`config.mk`:
```
export PLATFORM = sky130hd
export DESIGN_NAME = periph_bus_ctrl
export DESIGN_NICKNAME = d
export VERILOG_FILES = /design/src/rtl/periph_bus_ctrl.sv
export SDC_FILE = /design/constraint.sdc
export NUM_CORES = 1
export LEC_CHECK = 0
export CAP_MARGIN = 5
export CELL_PAD_IN_SITES_DETAIL_PLACEMENT = 1
export CELL_PAD_IN_SITES_GLOBAL_PLACEMENT = 1
export CORE_UTILIZATION = 24
export DETAILED_ROUTE_END_ITERATION = 16
export GPL_TIMING_DRIVEN = 0
export PLACE_DENSITY = 0.83
export SYNTH_ARGS = -nofsm -noshare
export SYNTH_HDL_FRONTEND = slang
export SYNTH_SLANG_ARGS = --single-unit
export TNS_END_PERCENT = 20
```
`constraint.sdc`:
```
create_clock -name clk -period 2.1 [get_ports clk]
set_input_delay 0.315 -clock clk [delete_from_list [all_inputs] [get_ports clk]]
set_output_delay 0.315 -clock clk [all_outputs]
set_load 0.1 [all_outputs]
```
`src/rtl/periph_bus_ctrl.sv`:
```
// Registered, handshaked load/store sequencer from the LSU onto the boot ROM,
// SPI, UART and GPIO peripherals, with per-transaction timeout and error count.
module periph_bus_ctrl #(
    parameter int XLEN    = 32,
    parameter int TIMEOUT = 255
) (
    input  logic                clk,
    input  logic                rst,
    input  logic                req_valid,
    output logic                req_ready,
    input  logic                req_we,
    input  logic [XLEN-1:0]     req_addr,
    input  logic [XLEN-1:0]     req_wdata,
    input  logic [XLEN/8-1:0]   req_be,
    output logic                rsp_valid,
    output logic [XLEN-1:0]     rsp_rdata,
    output logic                rsp_err,
    output logic [3:0]          dev_sel,
    output logic                dev_we,
    output logic [11:0]         dev_addr,
    output logic [XLEN-1:0]     dev_wdata,
    output logic [XLEN/8-1:0]   dev_be,
    input  logic [3:0]          dev_ack,
    input  logic [4*XLEN-1:0]   dev_rdata,
    output logic [7:0]          err_cnt
);

    typedef enum logic [1:0] {
        ST_IDLE   = 2'd0,
        ST_ACCESS = 2'd1,
        ST_RESP   = 2'd2
    } state_t;

    // Last wait-counter value before the access is abandoned.
    localparam logic [7:0] WAIT_LAST = 8'(TIMEOUT - 1);

    // Full-address decode into a one-hot device select; zero means a miss.
    function automatic logic [3:0] decode_sel(input logic [XLEN-1:0] addr);
        logic [3:0] sel;
        case (addr[XLEN-1:12])
            20'h00000: sel = 4'b0001;
            20'h10000: sel = 4'b0010;
            20'h10001: sel = 4'b0100;
            20'h10002: sel = 4'b1000;
            default:   sel = 4'b0000;
        endcase
        return sel;
    endfunction

    state_t             state_r;
    state_t             state_s;
    logic [3:0]         sel_r;
    logic               we_r;
    logic [11:0]        addr_r;
    logic [XLEN-1:0]    wdata_r;
    logic [XLEN/8-1:0]  be_r;
    logic [7:0]         wait_cnt_r;
    logic [XLEN-1:0]    rdata_r;
    logic               err_r;
    logic [7:0]         err_cnt_r;

    logic [3:0]         req_sel_s;
    logic               req_err_s;
    logic               ack_hit_s;
    logic [XLEN-1:0]    sel_data_s;
    logic               load_req_s;
    logic               set_rsp_s;
    logic [XLEN-1:0]    rsp_rdata_s;
    logic               rsp_err_s;

    // Request decode and selected read-data mux.
    always_comb begin
        req_sel_s  = decode_sel(req_addr);
        req_err_s  = (req_sel_s == 4'b0000) || (req_addr[1:0] != 2'b00) ||
                     (req_we && req_sel_s[0]);
        ack_hit_s  = |(dev_ack & sel_r);
        sel_data_s = {XLEN{1'b0}};
        for (int k = 0; k < 4; k++) begin
            if (sel_r[k]) begin
                sel_data_s = sel_data_s | dev_rdata[k*XLEN +: XLEN];
            end else begin
                sel_data_s = sel_data_s;
            end
        end
    end

    // Next-state logic and response capture decisions.
    always_comb begin
        state_s     = state_r;
        load_req_s  = 1'b0;
        set_rsp_s   = 1'b0;
        rsp_rdata_s = {XLEN{1'b0}};
        rsp_err_s   = 1'b0;
        case (state_r)
            ST_IDLE: begin
                if (req_valid) begin
                    load_req_s = 1'b1;
                    if (req_err_s) begin
                        state_s   = ST_RESP;
                        set_rsp_s = 1'b1;
                        rsp_err_s = 1'b1;
                    end else begin
                        state_s = ST_ACCESS;
                    end
                end else begin
                    state_s = ST_IDLE;
                end
            end
            ST_ACCESS: begin
                // An ack in the final wait cycle still completes normally.
                if (ack_hit_s) begin
                    state_s     = ST_RESP;
                    set_rsp_s   = 1'b1;
                    rsp_rdata_s = we_r ? {XLEN{1'b0}} : sel_data_s;
                end else if (wait_cnt_r == WAIT_LAST) begin
                    state_s   = ST_RESP;
                    set_rsp_s = 1'b1;
                    rsp_err_s = 1'b1;
                end else begin
                    state_s = ST_ACCESS;
                end
            end
            ST_RESP: state_s = ST_IDLE;
            default: state_s = ST_IDLE;
        endcase
    end

    // State register.
    always_ff @(posedge clk) begin
        if (rst) begin
            state_r <= ST_IDLE;
        end else begin
            state_r <= state_s;
        end
    end

    // Request, device-side and response registers plus the error counter.
    always_ff @(posedge clk) begin
        if (rst) begin
            sel_r      <= 4'b0000;
            we_r       <= 1'b0;
            addr_r     <= 12'h000;
            wdata_r    <= {XLEN{1'b0}};
            be_r       <= {(XLEN/8){1'b0}};
            wait_cnt_r <= 8'd0;
            rdata_r    <= {XLEN{1'b0}};
            err_r      <= 1'b0;
            err_cnt_r  <= 8'd0;
        end else begin
            if (load_req_s) begin
                we_r    <= req_we;
                addr_r  <= req_addr[11:0];
                wdata_r <= req_wdata;
                be_r    <= req_be;
            end else begin
                we_r    <= we_r;
                addr_r  <= addr_r;
                wdata_r <= wdata_r;
                be_r    <= be_r;
            end
            // Select is live only while the next state is ACCESS.
            if (state_s == ST_ACCESS) begin
                sel_r <= load_req_s ? req_sel_s : sel_r;
            end else begin
                sel_r <= 4'b0000;
            end
            if (state_r == ST_ACCESS && !ack_hit_s) begin
                wait_cnt_r <= wait_cnt_r + 8'd1;
            end else begin
                wait_cnt_r <= 8'd0;
            end
            if (set_rsp_s) begin
                rdata_r <= rsp_rdata_s;
                err_r   <= rsp_err_s;
            end else begin
                rdata_r <= rdata_r;
                err_r   <= err_r;
            end
            if (state_r == ST_RESP && err_r && err_cnt_r != 8'hFF) begin
                err_cnt_r <= err_cnt_r + 8'd1;
            end else begin
                err_cnt_r <= err_cnt_r;
            end
        end
    end

    assign req_ready = (state_r == ST_IDLE);
    assign rsp_valid = (state_r == ST_RESP);
    assign rsp_rdata = rdata_r;
    assign rsp_err   = err_r;
    assign dev_sel   = sel_r;
    assign dev_we    = we_r;
    assign dev_addr  = addr_r;
    assign dev_wdata = wdata_r;
    assign dev_be    = be_r;
    assign err_cnt   = err_cnt_r;

endmodule

```
==> Word level (Yosys, flattened, before mapping) <==
Index checks and enable logic that the tools add are counted.
Widths: inputs -> output; s select.
{ "totals": {"reg_bits": 104, "input_bits": 204, "word_cells": 62} }
{ "classes": {"addsub": 2, "n_eq_ne": 8, "mux": 22, "n_bitwise": 6, "reduce_logical": 14} }
{ "ops": {"columns": ["operator", "count"], "rows": [
  ["$mux 32", 7],
  ["$or 32x32->32", 3],
  ["$eq 20x17->1 const B", 3],
  ["$logic_not 20->1", 1],
  ["$add 8x1->8 const B", 2],
  ["$pmux 4 s4", 1],
  ["$eq 8x8->1 const B", 1],
  ["$mux 2", 4],
  ["$ne 8x8->1 const B", 1],
  ["$mux 1", 7],
  ["$and 4x4->4", 1],
  ["$eq 2x1->1 const B", 2],
  ["$logic_and 1x1->1", 4],
  ["$logic_not 4->1", 1],
  ["$pmux 1 s2", 2],
  ["$pmux 2 s2", 1],
  ["$reduce_or 2->1", 2],
  ["$reduce_or 4->1", 1],
  ["$eq 2x2->1 const B", 1],
  ["$logic_not 2->1", 1],
  ["$logic_or 1x1->1", 2],
  ["$not 1->1", 2],
  ["$reduce_bool 2->1", 1],
  ["$logic_not 1->1", 1]
]} }

==> Longest topological paths before layout <==
Gate-level depths: netlist of run 1.
{ "depth": {"word_depth": 11, "ltp_mapped": 8, "ltp_nobuf": 7} }

==> Worst setup path after synthesis of run 1 <==
Ideal clock, no wire load.
{ "synth_timing": {"kind": "reg2reg", "start": "register state_r[1]", "end": "register err_cnt_r[3], in the netlist err_cnt[3]", "setup_time_ns": 0.071, "arrival_time_ns": 2.947, "required_ns": 2.029, "setup_slack_ns": -0.918, "stages_incl_launch_ff": 5, "path_buffers": 0, "path_cell_list": "dfxtp_1 nor2b_1 o211ai_1 or3_1 a21oi_1"} }
{ "synth_via": {"elab_chain_len": 3} }
{ "synth_lines": {"columns": ["element", "line_no", "rtl"], "rows": [
  ["from (decl)", "50", "state_t state_r;"],
  ["from (signal assigned)", "133", "state_r <= state_s;"],
  ["$eq 2x2->1", null, null],
  ["via rsp_valid", "15", "output logic rsp_valid,"],
  ["$logic_and 1x1->1 (2 in a row)", "179", "if (state_r == ST_RESP && err_r && err_cnt_r != 8'hFF) begin"],
  ["to (signal assigned)", "180", "err_cnt_r <= err_cnt_r + 8'd1;"],
  ["to (signal assigned)", "182", "err_cnt_r <= err_cnt_r;"],
  ["to (decl)", "60", "logic [7:0] err_cnt_r;"]
]} }
The timed path passes the listed nets, and every way through them passes these cells.
A chain may end at the register's enable or synchronous reset.

==> Worst setup path after layout of run 1 <==
{ "layout_timing": {"start": "input port req_addr[24]", "end": "register rdata_r[6], in the netlist rsp_rdata[6]"} }
{ "layout_via": {"elab_chain_len": 8, "elab_cells_between_ends": 12} }
{ "layout_lines": {"columns": ["element", "line_no", "rtl"], "rows": [
  ["from (decl)", "12", "input logic [XLEN-1:0] req_addr,"],
  ["$eq 20x17->1 or $logic_not 20->1 (tied branches)", "40", "case (addr[XLEN-1:12])"],
  ["$pmux 4 s4 (*)", "40", null],
  ["$logic_not 4->1", "74", "req_err_s = (req_sel_s == 4'b0000) || (req_addr[1:0] != 2'b00) ||"],
  ["$logic_or 1x1->1", "74", null],
  ["$logic_or 1x1->1 (*)", "74", null],
  ["$mux 1 (*)", "98", "if (req_err_s) begin"],
  ["$mux 1 (*)", "96", "if (req_valid) begin"],
  ["$pmux 1 s2 (*)", "94", "case (state_r)"],
  ["to (signal assigned)", "146", "rdata_r <= {XLEN{1'b0}};"],
  ["to (signal assigned)", "173", "rdata_r <= rsp_rdata_s;"],
  ["to (signal assigned)", "176", "rdata_r <= rdata_r;"],
  ["to (decl)", "58", "logic [XLEN-1:0] rdata_r;"]
]} }
Mark *: on every way between the ends. The rest lies on a longest branch, timed or not.

==> results of run 1 <==
==> logic make-up after synthesis <==
kind of cell	after synthesis
AND/OR/NAND/NOR	175
AO/OA/AOI/OAI	161
multiplexers	1
buffers and inverters	44
flip-flops	104
adder cells (fa/ha/maj)	3
XOR/XNOR	12
==> layer usage <==
metal  vias to the layer above  wire, µm  global-route usage
li1                       2434         -                   -
met1                      2415      7530               0.223
met2                       216      9860               0.365
met3                        25      1850              0.0688
met4                         0       533              0.0769
met5                         -         0                   0
==> power groups by stage <==
stage	combinational (mW)	sequential [mW]	clock, mW
floorplan	0.177	2.53	0
global placement	1.16	2.11	0
detailed placement	1.17	2.11	0
CTS	1.14	2.06	1.91
global route	1.19	2.07	1.97
finish	1.13	2.06	1.83
==> sequential cells by signal, indices dropped and copies added, names as in the netlist <==
| register | count |
|---|---|
| wait_cnt_r | 8 |
| rsp_err | 1 |
| err_cnt | 8 |
| dev_addr | 12 |
| rsp_rdata | 32 |
| dev_be | 4 |
| state_r | 2 |
| dev_sel | 4 |
| dev_wdata | 32 |
| dev_we | 1 |
==> final timing paths <==
| check | start | end | slack [ns] | cells after the start |
|---|---|---|---|---|
| setup / recovery | req_addr[24] | rsp_rdata[6] | 0.02 | 8 |
| hold / removal | rst | state_r[1] | 0.35 | 3 |
| setup reg to reg | dev_sel[3] | rsp_rdata[6] | 0.16 | 8 |
| hold reg to reg | dev_wdata[11] | dev_wdata[11] | 0.45 | 2 |
==> worst max-delay path: stages <==
cell	delay, ns
clkdlybuf4s50_1	0.41
nor4_2	0.28
nand4_1	0.28
o31a_2	0.45
nor3_4	0.22
buf_6	0.14
buf_6	0.14
o2bb2ai_1	0.13
==> per-stage QoR <==
stage | cell area [µm²] | setup TNS, ns | total power [mW]
finish | 7950 | 0 | 5.02
global route | 7950 | -1.20 | 5.23
CTS | 7910 | -0.626 | 5.11
detailed placement | 7690 | -13.62 | 3.29
global placement | 7690 | -13.14 | 3.27
floorplan | 4420 | 0 | 2.70
==> area by class of cell <==
class	count	share of cell area
Inverter	3	0.00142
Timing Repair Buffer	302	0.365
Multi-Input combinational cell	352	0.273
Sequential cell	104	0.263
Tap cell	229	0.0360
Clock inverter	3	0.00598
Buffer	38	0.0208
Clock buffer	13	0.0352
==> cells in the mapped netlist (all sizes together) <==
library cell  instances
and3                  2
nor4                  6
nor2                 28
a21oi                54
mux2i                 1
a22oi                 4
xnor2                 8
xor2                  4
ha                    3
or3                   3
nor2b                 2
nor3                  6
clkbuf               36
o21ai                 2
o21a                  1
or2                   1
nand4                 5
nand3                 9
nand4b                1
inv                   3
a22o                 32
dfxtp               104
a221oi               32
o31a                  1
and2                  2
a21boi                2
nand2               107
buf                   5
nand2b                2
or3b                  1
o211ai                1
o2bb2ai              32
==> repair_timing <==
action                                  CTS  global route
buffers inserted                          0             4
endpoints found under the setup margin  126            38
hold buffers                              0             0
pin swaps                                 1             4
resized for setup                       104            11
==> impl_metrics.ini, run 1 <==
[placement]
place_inst = 1027
pre_cts_ws_ns = -0.425
io_buffer_count = 298
dp_hpwl_um = 15600
place.gp.congestion = 0.765

[synth]
yosys_warnings = 0
synth.avg_cell_area_um2 = 8.79
synth-seq-area-share = 0.474
syn-cell-area_um2 = 4400
syn-num-nets = 707
synth_compound_area_frac = 0.275
yosys.area_share.simple = 0.173
ys_ff_latch = 104
synth_xor_area_frac = 0.0239
synth_top_family_by_area = compound AO/OA/AOI/OAI gates
synth.distinct_cells = 37
synth.area.mux_share = 0.00228
synth_cells = 500
synth_top_area_frac = 0.474
synth_fa_ha_area_frac = 0.00854
ys_top_cells_by_area = dfxtp_1, nand2_1, a221oi_1
synth_area_leader_cell = dfxtp_1

[power]
p_int_mw = 3.54
ir_drop_v = 0.000520
power_density_nw_per_um2 = 631
pwr-share-comb = 0.225
clock_power_share = 0.364
pwr-share-seq = 0.411
switching_share = 0.295
power.switching_mw = 1.48
leakage_nw = 3.18

[floorplan]
initial_core_util = 0.245
pin_count = 300
dieArea_um2 = 18900
core_area_um2 = 18000
die_y_um = 137
rows = 49
fp.dieW_um = 137

[critical_path]
crit_path_start_kind = input port
criticalPathCategory = input port to flop
required_ns = 2.37
path_max_fanout = 10
cp.arrival_ns = 2.35
end_kind = flop

[clocking]
cts_tree = yes
worstSkewPairLatency_ns = 0.35
clk_pin_slew_ns = 0.07
clockRootBuffer = clkbuf_16
htreeDepth = 3
clock_path_buffers = 2
numCtsBuffers = 9
clock_sink_count = 104

[final_layout]
multiInputGateArea_um2 = 2170
fin_cells = 1044
nNetsFinal = 1017
layout_commonest_cell = clkdlybuf4s50_1
final_cell_mix = clkdlybuf4s50_1, nand2_1, dlygate4sd2_1
nFillCells = 2111
area_growth_pct = 80.8
drive_above_1_share = 0.0650
final_core_util = 0.443
ff_latch_area_um2 = 2090
antenna_cells = 0

[detailed_routing]
drt-pass1-iter-count = 4
wl_per_cell_um = 18.9
drt_iter0_drc = 123
drcViolationCount = 0
vias_per_cell = 4.88
ant_nets = 0
wirelength_um = 19800
vias = 5090

[sta]
final_hold_viol_count = 0
fin_hold_ws_ns = 0.347
period_minus_slack_ns = 2.08
finClkSkew_ns = 0.00759
drv_slew = 0
min_period_over_period = 0.989
relSlewSlack = 0.300
timing.final.ws_setup_ns = 0.0222
final-setup-viol-count = 0
worst_pin_slew_ns = 1.05
fmax_mhz = 481

[grt]
globalRouteOverflowTotal = 0
grt_usage = 0.205
grt_max_degree = 17
grt_pass1_wl_um = 28600
antenna_found_initial = 0
grt_pass1_vias = 5177

[flow_run]
cap_violations = 0

[run_status]
outcome = complete, no violations

[hold_path]
hold_path.class = input port to flop
Power figures use the tool's default switching activity.
==> run 2: changes to the inputs <==
--- a/config.mk
+++ b/config.mk
@@ -8,6 +8,7 @@
 export CAP_MARGIN = 5
 export CELL_PAD_IN_SITES_DETAIL_PLACEMENT = 1
 export CELL_PAD_IN_SITES_GLOBAL_PLACEMENT = 1
+export CORE_MARGIN = 2
 export CORE_UTILIZATION = 24
 export DETAILED_ROUTE_END_ITERATION = 16
 export GPL_TIMING_DRIVEN = 0
==> impl_metrics.ini, run 2 (synthesis results as in run 1) <==
[floorplan]
initial_core_util = 0.245
core_area_um2 = 18000
rows = 49
fp.dieW_um = 139
dieArea_um2 = 19400
die_y_um = 139
pin_count = 300

[sta]
final-setup-viol-count = 0
period_minus_slack_ns = 2.06
worst_pin_slew_ns = 1.02
fmax_mhz = 484
drv_slew = 0
relSlewSlack = 0.320
min_period_over_period = 0.983
rsz0062_at_grt = yes
tns_ns = 0
final_hold_viol_count = 0
timing.final.ws_setup_ns = 0.0350
finClkSkew_ns = 0.00707

[grt]
antenna_found_initial = 0
grt_pass1_vias = 5378
grt_max_degree = 17
grt_usage = 0.206
grt_pass1_wl_um = 30600
globalRouteOverflowTotal = 0

[final_layout]
nNetsFinal = 1016
antenna_cells = 0
layout_commonest_cell = clkdlybuf4s50_1
fin_area_um2 = 7910
final_cell_mix = clkdlybuf4s50_1, nand2_1, dlygate4sd2_1
drive_above_1_share = 0.0615
fin_cells = 1042
area_growth_pct = 79.9

[power]
leakage_nw = 3.16
p_int_mw = 3.44
ir_drop_v = 0.000355
pwr-share-comb = 0.232
switching_share = 0.299
power.switching_mw = 1.47
pwr-share-seq = 0.421
finalPower_mw = 4.91
power_density_nw_per_um2 = 620
clock_power_share = 0.347

[clocking]
cts_hold_buf = 0
clock_path_buffers = 2
clock_sink_count = 104
clockRootBuffer = clkbuf_16
clk_pin_slew_ns = 0.07
cts_tree = yes
worstSkewPairLatency_ns = 0.35
numCtsBuffers = 9
htreeDepth = 3

[placement]
io_buffer_count = 298
pre_cts_ws_ns = -0.441
place.gp.congestion = 0.795
place_inst = 1027
placedInstanceArea_um2 = 7690
dp_hpwl_um = 16500

[critical_path]
cp.arrival_ns = 2.34
crit_path_start_kind = input port
required_ns = 2.37
r2r-start = state_r[0]
reg2reg_slack_ns = 0.18
ff2ff_path_depth = 8
r2r-end = rsp_rdata[13]
criticalPathCategory = input port to flop
path_max_fanout = 10
end_kind = flop

[detailed_routing]
wirelength_um = 20600
wl_per_cell_um = 19.7
vias_per_cell = 4.82
drt-pass1-iter-count = 4
drt_iter0_drc = 141
vias = 5022
ant_nets = 0
drcViolationCount = 0

[hold_path]
min_to = state_r[1]
hold_depth = 3
hold_path.class = input port to flop
min_from = rst

[flow_run]
cap_violations = 0

[run_status]
outcome = complete, no violations
run 2: cell count changes in the layout (fill, tap and decap cells not counted), sizes merged:
cell,before,now
buf,8,6
clkdlybuf4s15,2,1
clkdlybuf4s50,200,201
clkinv,2,0
clkinvlp,0,2
dlygate4sd2,96,95
inv,3,4
run 2: stage by stage:
| step | hold WS [ns] | util |
|---|---|---|
| after floorplan | 0.430 | - |
| after global placement | 0.441 | 0.428 |
| after detailed placement | 0.448 | 0.428 |
| after CTS | 0.371 | 0.439 |
| after global routing | 0.400 | 0.440 |
| final | 0.368 | 0.440 |
run 2: cell type report:
type,instances,area [µm²]
Buffer,39,179
Sequential cell,104,2090
Fill cell,2096,10100
Inverter,3,11.3
Timing Repair Buffer,300,2890
Tap cell,229,287
Clock inverter,4,53.8
Clock buffer,11,243
Multi-Input combinational cell,352,2160
run 2: power groups by stage:
stage / clock network [mW] / logic (mW) / registers, mW
floorplan: 0 / 0.177 / 2.53
global placement: 0 / 1.17 / 2.11
detailed placement: 0 / 1.18 / 2.11
CTS: 1.77 / 1.14 / 2.06
global route: 1.83 / 1.20 / 2.07
finish: 1.70 / 1.14 / 2.06
run 2: what timing repair did:
item / 4_1_cts / 5_1_grt
endpoints found under the setup margin: 128 / 35
pin swaps: 2 / 2
buffers inserted: 0 / 2
endpoints found under the hold margin: 0 / 0
gates resized for setup: 103 / 11
run 2: metal layers:
| layer | up-vias | wire (µm) | track usage | part of all wire |
|---|---|---|---|---|
| met3 | 15 | 1780 | 0.0657 | 0.086 |
| met5 | - | 0 | 0 | 0 |
| met4 | 0 | 266 | 0.0548 | 0.013 |
| met1 | 2357 | 7880 | 0.221 | 0.38 |
| li1 | 2433 | - | - | - |
| met2 | 217 | 10600 | 0.386 | 0.52 |
run 2: worst max-delay path, cell delays in order:
cell	delay [ns]
clkdlybuf4s50_1	0.40
nor4_1	0.31
nand4_1	0.27
o31a_2	0.40
nor3_4	0.22
buf_12	0.15
buf_6	0.15
o2bb2ai_1	0.12
run 2: worst max path at each step:
| stage | startpoint | cells after the start | slack (ns) | end |
|---|---|---|---|---|
| finish | req_addr[24] | 8 | 0.04 | rsp_rdata[0] |
| global route | req_addr[24] | 8 | -0.09 | rsp_rdata[13] |
| CTS | req_addr[27] | 7 | -0.05 | rsp_rdata[3] |
| detailed placement | req_addr[23] | 7 | -0.44 | rsp_rdata[3] |
| global placement | req_addr[27] | 7 | -0.39 | rsp_rdata[29] |
| floorplan | err_cnt[2] | 5 | 0.002 | err_cnt[5] |
